`src/rtl/sum_window_pkg.sv`:
```
// rtl/sum_window_pkg.sv - shared state type and default widths for the sum window accumulator
package sum_window_pkg;

  typedef enum logic {
    ACCUM = 1'b0,
    HOLD  = 1'b1
  } state_e;

  localparam int SUM_IN_W  = 5;
  localparam int SUM_CNT   = 8;
  localparam int SUM_ACC_W = 8;

endpackage

```
`src/rtl/sum_acc_addsat.sv`:
```
// rtl/sum_acc_addsat.sv - unsigned accumulator add with carry-out; saturation under SUM_WINDOW_ACC_SAT_EN
// Wrapping add by default; with SUM_WINDOW_ACC_SAT_EN the result clamps to all-ones on carry.
module sum_acc_addsat
  import sum_window_pkg::*;
#(
  parameter int IN_W  = SUM_IN_W,
  parameter int ACC_W = SUM_ACC_W
) (
  input  logic [ACC_W-1:0] acc,
  input  logic [IN_W-1:0]  add,
  output logic [ACC_W-1:0] acc_next,
  output logic             ovf
);

  logic [ACC_W:0] sum;

  assign sum = {1'b0, acc} + (ACC_W+1)'(add);
  assign ovf = sum[ACC_W];

`ifdef SUM_WINDOW_ACC_SAT_EN
  // Once clamped, any further non-zero add carries again, so the value stays pinned.
  assign acc_next = ovf ? {ACC_W{1'b1}} : sum[ACC_W-1:0];
`else
  assign acc_next = sum[ACC_W-1:0];
`endif

endmodule

```
`src/rtl/sum_window_accumulator.sv`:
```
// rtl/sum_window_accumulator.sv - windowed sum of adder samples with valid/ready in and out
// Saturating accumulation is selected by SUM_WINDOW_ACC_SAT_EN (wrapping when undefined).
module sum_window_accumulator
  import sum_window_pkg::*;
#(
  parameter int IN_W  = SUM_IN_W,
  parameter int CNT   = SUM_CNT,
  parameter int ACC_W = SUM_ACC_W
) (
  input  logic                       clk,
  input  logic                       rst,
  input  logic                       in_valid,
  output logic                       in_ready,
  input  logic [IN_W-1:0]            in_sum,
  input  logic                       flush,
  output logic                       out_valid,
  input  logic                       out_ready,
  output logic [ACC_W-1:0]           out_total,
  output logic [$clog2(CNT+1)-1:0]   out_count,
  output logic                       out_ovf
);

  localparam int CNT_W = $clog2(CNT+1);

  state_e             state_q, state_d;
  logic [ACC_W-1:0]   acc_q, acc_d;
  logic [CNT_W-1:0]   cnt_q, cnt_d;
  logic               ovf_q, ovf_d;
  logic [ACC_W-1:0]   tot_q, tot_d;
  logic [CNT_W-1:0]   rcnt_q, rcnt_d;
  logic               rovf_q, rovf_d;

  logic [ACC_W-1:0]   add_next;
  logic               add_ovf;
  logic [ACC_W-1:0]   acc_upd;
  logic [CNT_W-1:0]   cnt_upd;
  logic               ovf_upd;
  logic               close;

  sum_acc_addsat #(
    .IN_W  (IN_W),
    .ACC_W (ACC_W)
  ) u_addsat (
    .acc      (acc_q),
    .add      (in_sum),
    .acc_next (add_next),
    .ovf      (add_ovf)
  );

  always_comb begin
    state_d = state_q;
    acc_d   = acc_q;
    cnt_d   = cnt_q;
    ovf_d   = ovf_q;
    tot_d   = tot_q;
    rcnt_d  = rcnt_q;
    rovf_d  = rovf_q;
    acc_upd = acc_q;
    cnt_upd = cnt_q;
    ovf_upd = ovf_q;
    close   = 1'b0;

    if (in_valid) begin
      acc_upd = add_next;
      cnt_upd = cnt_q + CNT_W'(1);
      ovf_upd = ovf_q | add_ovf;
    end

    case (state_q)
      ACCUM: begin
        acc_d = acc_upd;
        cnt_d = cnt_upd;
        ovf_d = ovf_upd;
        // A flush that arrives with the sample includes that sample in the closing window.
        close = (in_valid && (cnt_upd == CNT_W'(CNT))) || (flush && (cnt_upd != '0));
        if (close) begin
          state_d = HOLD;
          tot_d   = acc_upd;
          rcnt_d  = cnt_upd;
          rovf_d  = ovf_upd;
          acc_d   = '0;
          cnt_d   = '0;
          ovf_d   = 1'b0;
        end
      end
      HOLD: begin
        if (out_ready) begin
          state_d = ACCUM;
          tot_d   = '0;
          rcnt_d  = '0;
          rovf_d  = 1'b0;
        end
      end
      default: state_d = ACCUM;
    endcase
  end

  always_ff @(posedge clk) begin
    if (rst) begin
      state_q <= ACCUM;
      acc_q   <= '0;
      cnt_q   <= '0;
      ovf_q   <= 1'b0;
      tot_q   <= '0;
      rcnt_q  <= '0;
      rovf_q  <= 1'b0;
    end else begin
      state_q <= state_d;
      acc_q   <= acc_d;
      cnt_q   <= cnt_d;
      ovf_q   <= ovf_d;
      tot_q   <= tot_d;
      rcnt_q  <= rcnt_d;
      rovf_q  <= rovf_d;
    end
  end

  // Result registers are zero outside HOLD, so the outputs need no gating by out_valid.
  assign in_ready  = (state_q == ACCUM) && !rst;
  assign out_valid = (state_q == HOLD);
  assign out_total = tot_q;
  assign out_count = rcnt_q;
  assign out_ovf   = rovf_q;

endmodule

```
`config.mk`:
```
export PLATFORM = sky130hd
export DESIGN_NAME = sum_window_accumulator
export DESIGN_NICKNAME = d
export VERILOG_FILES = /design/src/rtl/sum_window_pkg.sv /design/src/rtl/sum_acc_addsat.sv /design/src/rtl/sum_window_accumulator.sv
export SDC_FILE = /design/constraint.sdc
export NUM_CORES = 1
export LEC_CHECK = 0
export BUFFER_PORTS_ARGS = -buffer_cell sky130_fd_sc_hd__clkbuf_2
export CORE_ASPECT_RATIO = 1.25
export CORE_MARGIN = 2
export CORE_UTILIZATION = 30
export CTS_BUF_LIST = sky130_fd_sc_hd__clkbuf_16
export DETAILED_ROUTE_END_ITERATION = 10
export HOLD_SLACK_MARGIN = 0.05
export PLACE_DENSITY_LB_ADDON = 0.1
export SYNTH_ARGS = -nofsm -noshare
export SYNTH_HDL_FRONTEND = slang
export SYNTH_SLANG_ARGS = --single-unit
```
`constraint.sdc`:
```
create_clock -name clk -period 4.2 [get_ports clk]
set_input_delay 0.21 -clock clk [delete_from_list [all_inputs] [get_ports clk]]
set_output_delay 0.21 -clock clk [all_outputs]
set_load 0.01 [all_outputs]
```
==> qor.txt, run 1 <==
clk_lat worst skew -> 0.26 ns
Hold Path Class -> in -> reg
post-cts sizing count -> 0
status -> completed
DR pass1 iterations -> 4
share of cells above drive strength 1 -> 21.2%
initial antenna violation count -> 0
# rows -> 28
count of cell types in the netlist -> 47
Clock Skews -> 0.00410 ns
critical path capture point type -> flop
Layout area overhead -> 15.6%
Startpoint Class -> flop
Synthesis Warnings -> 0
diode count -> 0
Sequential Area -> 541 µm²
Die Height -> 82.1 µm
top post-synthesis cells by count -> 27 x dfxtp_1, 18 x nand2_1, 10 x a21oi_1
Routed wire per std cell -> 15.1 µm
Setup WS post-layout -> 1.91 ns
FILL cells -> 483
flops & latches, synth -> 27
post-place setup slack -> 1.88 ns
Post-synth EDFFs -> 0
GRT busiest layer -> met2
Final setup viols -> 0
# DRC -> 0
H-tree depth -> 1
Mapped Avg Cell Area -> 9.27 µm²
Final GP Congestion -> 0.788
worst setup path category -> reg -> reg
Clock Tree Buf Depth -> 2
RSZ-0062 raised after global routing -> no
GRT met1 Usage -> 18.0%
peak supply drop -> 130 µV
first-pass GRT wire length -> 6100 µm
crit path cell chain -> ha_1, and3b_4, a21o_2, a21oi_2, nand2_1, o2bb2ai_1
Ports -> 25
clk root buf -> clkbuf_16
routed vias/inst -> 5.32
Fmax -> 437 MHz
HPWL Detailed -> 2680 µm
CP arrival -> 2.48 ns
vias in the first global route -> 1271
gr usage total -> 14.5%
cell taking the most area after synthesis -> dfxtp_1
cell with the most instances after synthesis -> dfxtp_1
required time worst endpoint -> 4.39 ns
initial drt markers -> 73
Final Hold Fails -> 0
Pleak -> 0.693 nW
Slew headroom -> 60.3%
Total Wirelength -> 3610 µm
antenna-violating nets left -> 0
Worst-path clk slew -> 0.07 ns
via count -> 1271
largest net degree at the start of global routing -> 20
Die Area -> 5460 µm²
synth top area cells -> dfxtp_1 37%, ha_1 5.1%, nand2_1 4.6%, o2bb2ai_1 4.2%, a21oi_1 3.4%
Post-Syn Area -> 1460 µm²
Synth Instances -> 158
Final Max Slew Viols -> 0
grt met2 use -> 24.7%
Die Span X -> 66.5 µm
Post-CTS Setup Repair Bufs -> 0
CTS tree -> built
Tcrit/Tclk final -> 54.5%
syn_nets -> 175
hold_buf cts -> 0
Post-DP Area -> 1610 µm²
Max Fanout on Critical Path -> 11
ys async rst share -> 0%
PD cells -> 380 nW/µm²
Inserted Clock Buffers -> 3
Crit-path slowest cell -> a21oi_2
layout net count -> 197
Most used DFF post-synth -> dfxtp_1
crit path time final -> 2.29 ns
core area -> 4730 µm²
share of the synthesized area in the top cell type -> 36.9%
initial cell density of the core -> 31.0%
GR Util met3 -> 1.90%
Worst path max stage delay -> 0.48 ns
post-synthesis sequential area ratio -> 36.9%
Congestion Overflow GR -> 0
Setup TNS Final -> 0 ns
Sink Count -> 27
Slew @ Worst Pin -> 0.596 ns
final instance area -> 1690 µm²
port bufs -> 24
multi-input combinational cell area -> 856 µm²
max-cap check violation count -> 0
[registers in the layout (all words and copies together) (netlist names)]
register / flops
out_total: 8
ovf_q: 1
cnt_q: 4
out_ovf: 1
acc_q: 8
out_valid: 1
out_count: 4
[where the power goes]
part	total (mW)	leakage (nW)	internal [mW]	switching [mW]
Clock	0.212	0.0423	0.127	0.0850
Sequential	0.292	0.219	0.273	0.0191
Combinational	0.140	0.432	0.0573	0.0823
Total	0.644	0.693	0.457	0.186
[layout by cell type (no fill, tap or decap), types with 2 or more instances in the layout]
master and instances:
dfxtp_1 27, clkbuf_2 24, nand2_1 18, a21oi_1 10, inv_1 7, o2bb2ai_1 7, nor2_1 6, ha_1 6
nand3_1 5, nor3_1 4, o21ai_0 4, xnor2_1 4, mux2i_1 4, a21o_1 3, and3_1 3, nor4_1 3
xor2_1 3, clkbuf_16 3, a21oi_2 2, a22oi_1 2, o22ai_1 2, a22o_1 2, a31oi_1 2, nand4_1 2
or3_1 2, nor2b_1 2, mux2_2 2, o32ai_1 2
[layer usage]
| layer | vias to the layer above | routed length (µm) |
|---|---|---|
| li1 | 631 | - |
| met1 | 606 | 1620 |
| met2 | 30 | 1810 |
| met3 | 4 | 119 |
| met4 | 0 | 62 |
| met5 | - | 0 |
[through the flow]
stage / hold WS, ns / std cells / utilization (%) / total power, mW
CTS: 0.308 / 239 / 35.8 / 0.653
detailed placement: 0.446 / 235 / 34.1 / 0.439
global route: 0.373 / 239 / 35.8 / 0.684
floorplan: 0.287 / 158 / - / 0.397
finish: 0.316 / 239 / 35.8 / 0.644
global placement: 0.449 / 235 / 34.1 / 0.438
[final cells by class]
type | count | share of cell area, %
flip-flops and latches | 27 | 31.9
well taps | 60 | 4.43
inverters | 6 | 1.33
clock buffers | 3 | 4.43
repair buffers | 24 | 7.10
clock inverters | 1 | 0.222
multi-input cells | 118 | 50.6
[path summary, 6_finish.rpt]
| path | start | to | slack [ns] | depth (start not counted) |
|---|---|---|---|---|
| setup / recovery | cnt_q[0] | out_count[0] | 1.91 | 6 |
| hold / removal | flush | cnt_q[0] | 0.32 | 4 |
| setup reg to reg | cnt_q[0] | out_count[0] | 1.91 | 6 |
| hold reg to reg | out_total[3] | out_total[3] | 0.46 | 2 |
[logic make-up after synthesis]
kind of cell,synth area share [%]
AO/OA/AOI/OAI,24.1
XOR/XNOR,6.41
adder cells (fa/ha/maj),6.50
buffers and inverters,4.62
flip-flops,36.9
multiplexers,4.27
AND/OR/NAND/NOR,17.2
[worst max-delay path: cells and delay by family, from the launching register on]
family	cells	cell delay [ns]
and+or+nand+nor	2	0.54
AOI/OAI and AO/OA	3	0.92
DFF	1	0.39
adders and majority gates	1	0.36
(Power assumes the default switching activity.)
==> run 2, diff against run 1 <==
==> constraint.sdc (replaced) <==
create_clock -name clk -period 2 [get_ports clk]
set_input_delay 0.1 -clock clk [delete_from_list [all_inputs] [get_ports clk]]
set_output_delay 0.1 -clock clk [all_outputs]
set_load 0.01 [all_outputs]
==> run 2 against run 1 <==
  * Design area rose by 7.8%
  * Worst setup slack worse by 1.9 ns
  * Sequential power up 100%
  * Largest power group unchanged
==> qor.txt, run 2 (same netlist as run 1, synthesis figures left out) <==
max-cap check violation count -> 0 (unchanged)
clk root buf -> clkbuf_16
worst setup path category -> reg -> reg
post-layout util -> 38.6% (+2.8 points)
most common cell after layout, fill and taps aside -> dfxtp_1
Pleak -> 0.761 nW (+9.8%)
Clock Tree Buf Depth -> 2 (unchanged)
Clock Skews -> 0.00163 ns (-0.00248 ns)
DR pass1 iterations -> 4 (unchanged)
Inserted Clock Buffers -> 3 (unchanged)
status -> completed
Routed wire per std cell -> 15.2 µm (+0.54%)
initial drt markers -> 83 (+14%)
critical path capture point type -> flop
Die Area -> 5460 µm² (unchanged)
# DRC -> 0 (unchanged)
Final Non-Filler Cells -> 251 (+5.0%)
Crit-path slowest cell -> mux2_2
Congestion Overflow GR -> 0 (unchanged)
Ports -> 25 (unchanged)
Die Height -> 82.1 µm (unchanged)
Sink Count -> 27 (unchanged)
hold_buf cts -> 0 (unchanged)
Setup WS post-layout -> 0.0420 ns (-1.87 ns)
antenna-violating nets left -> 0 (unchanged)
crit path time final -> 1.96 ns (-0.332 ns)
Worst path max stage delay -> 0.35 ns (-0.13 ns)
Fmax -> 511 MHz (+17%)
Final setup viols -> 0 (unchanged)
crit path cell chain -> ha_1, and3b_4, a21o_4, a21o_1, o21ai_4, mux2_2
Tcrit/Tclk final -> 97.9% (+43 points)
Die Span X -> 66.5 µm (unchanged)
Final Hold Fails -> 0 (unchanged)
required time worst endpoint -> 2.15 ns (-2.24 ns)
Startpoint Class -> flop
port bufs -> 24 (unchanged)
H-tree depth -> 1 (unchanged)
diode count -> 0 (unchanged)
PD cells -> 774 nW/µm² (+100%)
CP arrival -> 2.11 ns (-0.37 ns)
core area -> 4730 µm² (unchanged)
HPWL Detailed -> 2840 µm (+5.9%)
layout net count -> 209 (+6.1%)
final instance area -> 1820 µm² (+7.8%)
RSZ-0062 raised after global routing -> yes
Total Wirelength -> 3820 µm (+5.6%)
Slew @ Worst Pin -> 0.368 ns (-0.228 ns)
worst hold margin -> 0.181 ns (-0.136 ns)
share of cells above drive strength 1 -> 27.7% (+6.5 points)
largest net degree at the start of global routing -> 17 (-15%)
clk_lat worst skew -> 0.26 ns (about the same)
Worst-path clk slew -> 0.06 ns (about the same)
via count -> 1310 (+3.1%)
routed vias/inst -> 5.22 (-1.9%)
Post-Place Cells -> 246 (+4.7%)
CTS tree -> built
Slew headroom -> 75.3% (+15 points)
Max Fanout on Critical Path -> 3 (-8)
most frequent cells in the layout -> 27 x dfxtp_1, 24 x clkbuf_2, 18 x nand2_1
Final GP Congestion -> 0.811 (+2.9%)
peak supply drop -> 275 µV (+110%)
initial cell density of the core -> 31.0% (unchanged)
initial antenna violation count -> 0 (unchanged)
Final Max Slew Viols -> 0 (unchanged)
Post-DP Area -> 1700 µm² (+5.1%)
vias in the first global route -> 1280 (+0.71%)
Layout area overhead -> 24.6%
FILL cells -> 502 (+3.9%)
first-pass GRT wire length -> 6440 µm (+5.5%)
# rows -> 28 (unchanged)
Hold Path Class -> in -> reg
gr usage total -> 15.3% (+0.75 points)
post-place setup slack -> -0.0416 ns (-1.92 ns)
[run 2: changes by cell type in the layout (fill, tap and decap cells not counted), sizes merged]
cell | before | now
buf | 0 | 12
[run 2: metal layers]
layer	vias up	wire length, µm	track usage (%)
li1	654	-	-
met3	2	75	1.36
met4	0	40	5.51
met5	-	0	0
met2	20	1930	25.5
met1	634	1770	20.6
[run 2: path summary, 6_finish.rpt]
kind / slack (ns) / startpoint / depth (start not counted) / to
hold / removal: 0.18 / rst / 3 / out_valid
setup reg to reg: 0.04 / cnt_q[0] / 6 / out_total[2]
setup / recovery: 0.04 / cnt_q[0] / 6 / out_total[2]
hold reg to reg: 0.46 / out_total[3] / 2 / out_total[3]
[run 2: repair_timing]
action                     in CTS  in global routing
cloned                          0                  0
setup endpoints to repair       8                  7
hold endpoints to repair        0                  0
buffers inserted                0                  1
resized for setup               1                  7
pin swaps                       0                  2
[run 2: final cells by class]
class | instances | area [µm²] | share of cell area, %
Multi-Input combinational cell | 118 | 897 | 49.2
Sequential cell | 27 | 541 | 29.6
Timing Repair Buffer | 36 | 210 | 11.5
Clock buffer | 3 | 75.1 | 4.12
Tap cell | 60 | 75.1 | 4.12
Inverter | 6 | 22.5 | 1.23
Clock inverter | 1 | 3.75 | 0.206
[run 2: metrics by stage]
step / TNS, ns / total power, mW
floorplan: 0 / 0.834
global placement: 0 / 0.951
detailed placement: -0.129 / 0.954
CTS: 0 / 1.41
global route: -0.00618 / 1.50
finish: 0 / 1.41
[run 2: report_power, final]
group	switching [mW]	leakage (nW)	internal (mW)
logic	0.210	0.499	0.161
clock network	0.179	0.0423	0.268
registers	0.0233	0.219	0.573
[run 2: critical path: cells and delay by family (launching register included)]
| kind | cells | cell delay (ns) |
|---|---|---|
| AO/OA/AOI/OAI | 3 | 0.66 |
| adder cells (fa/ha/maj) | 1 | 0.30 |
| flip-flops | 1 | 0.32 |
| multiplexers | 1 | 0.35 |
| AND/OR/NAND/NOR | 1 | 0.22 |
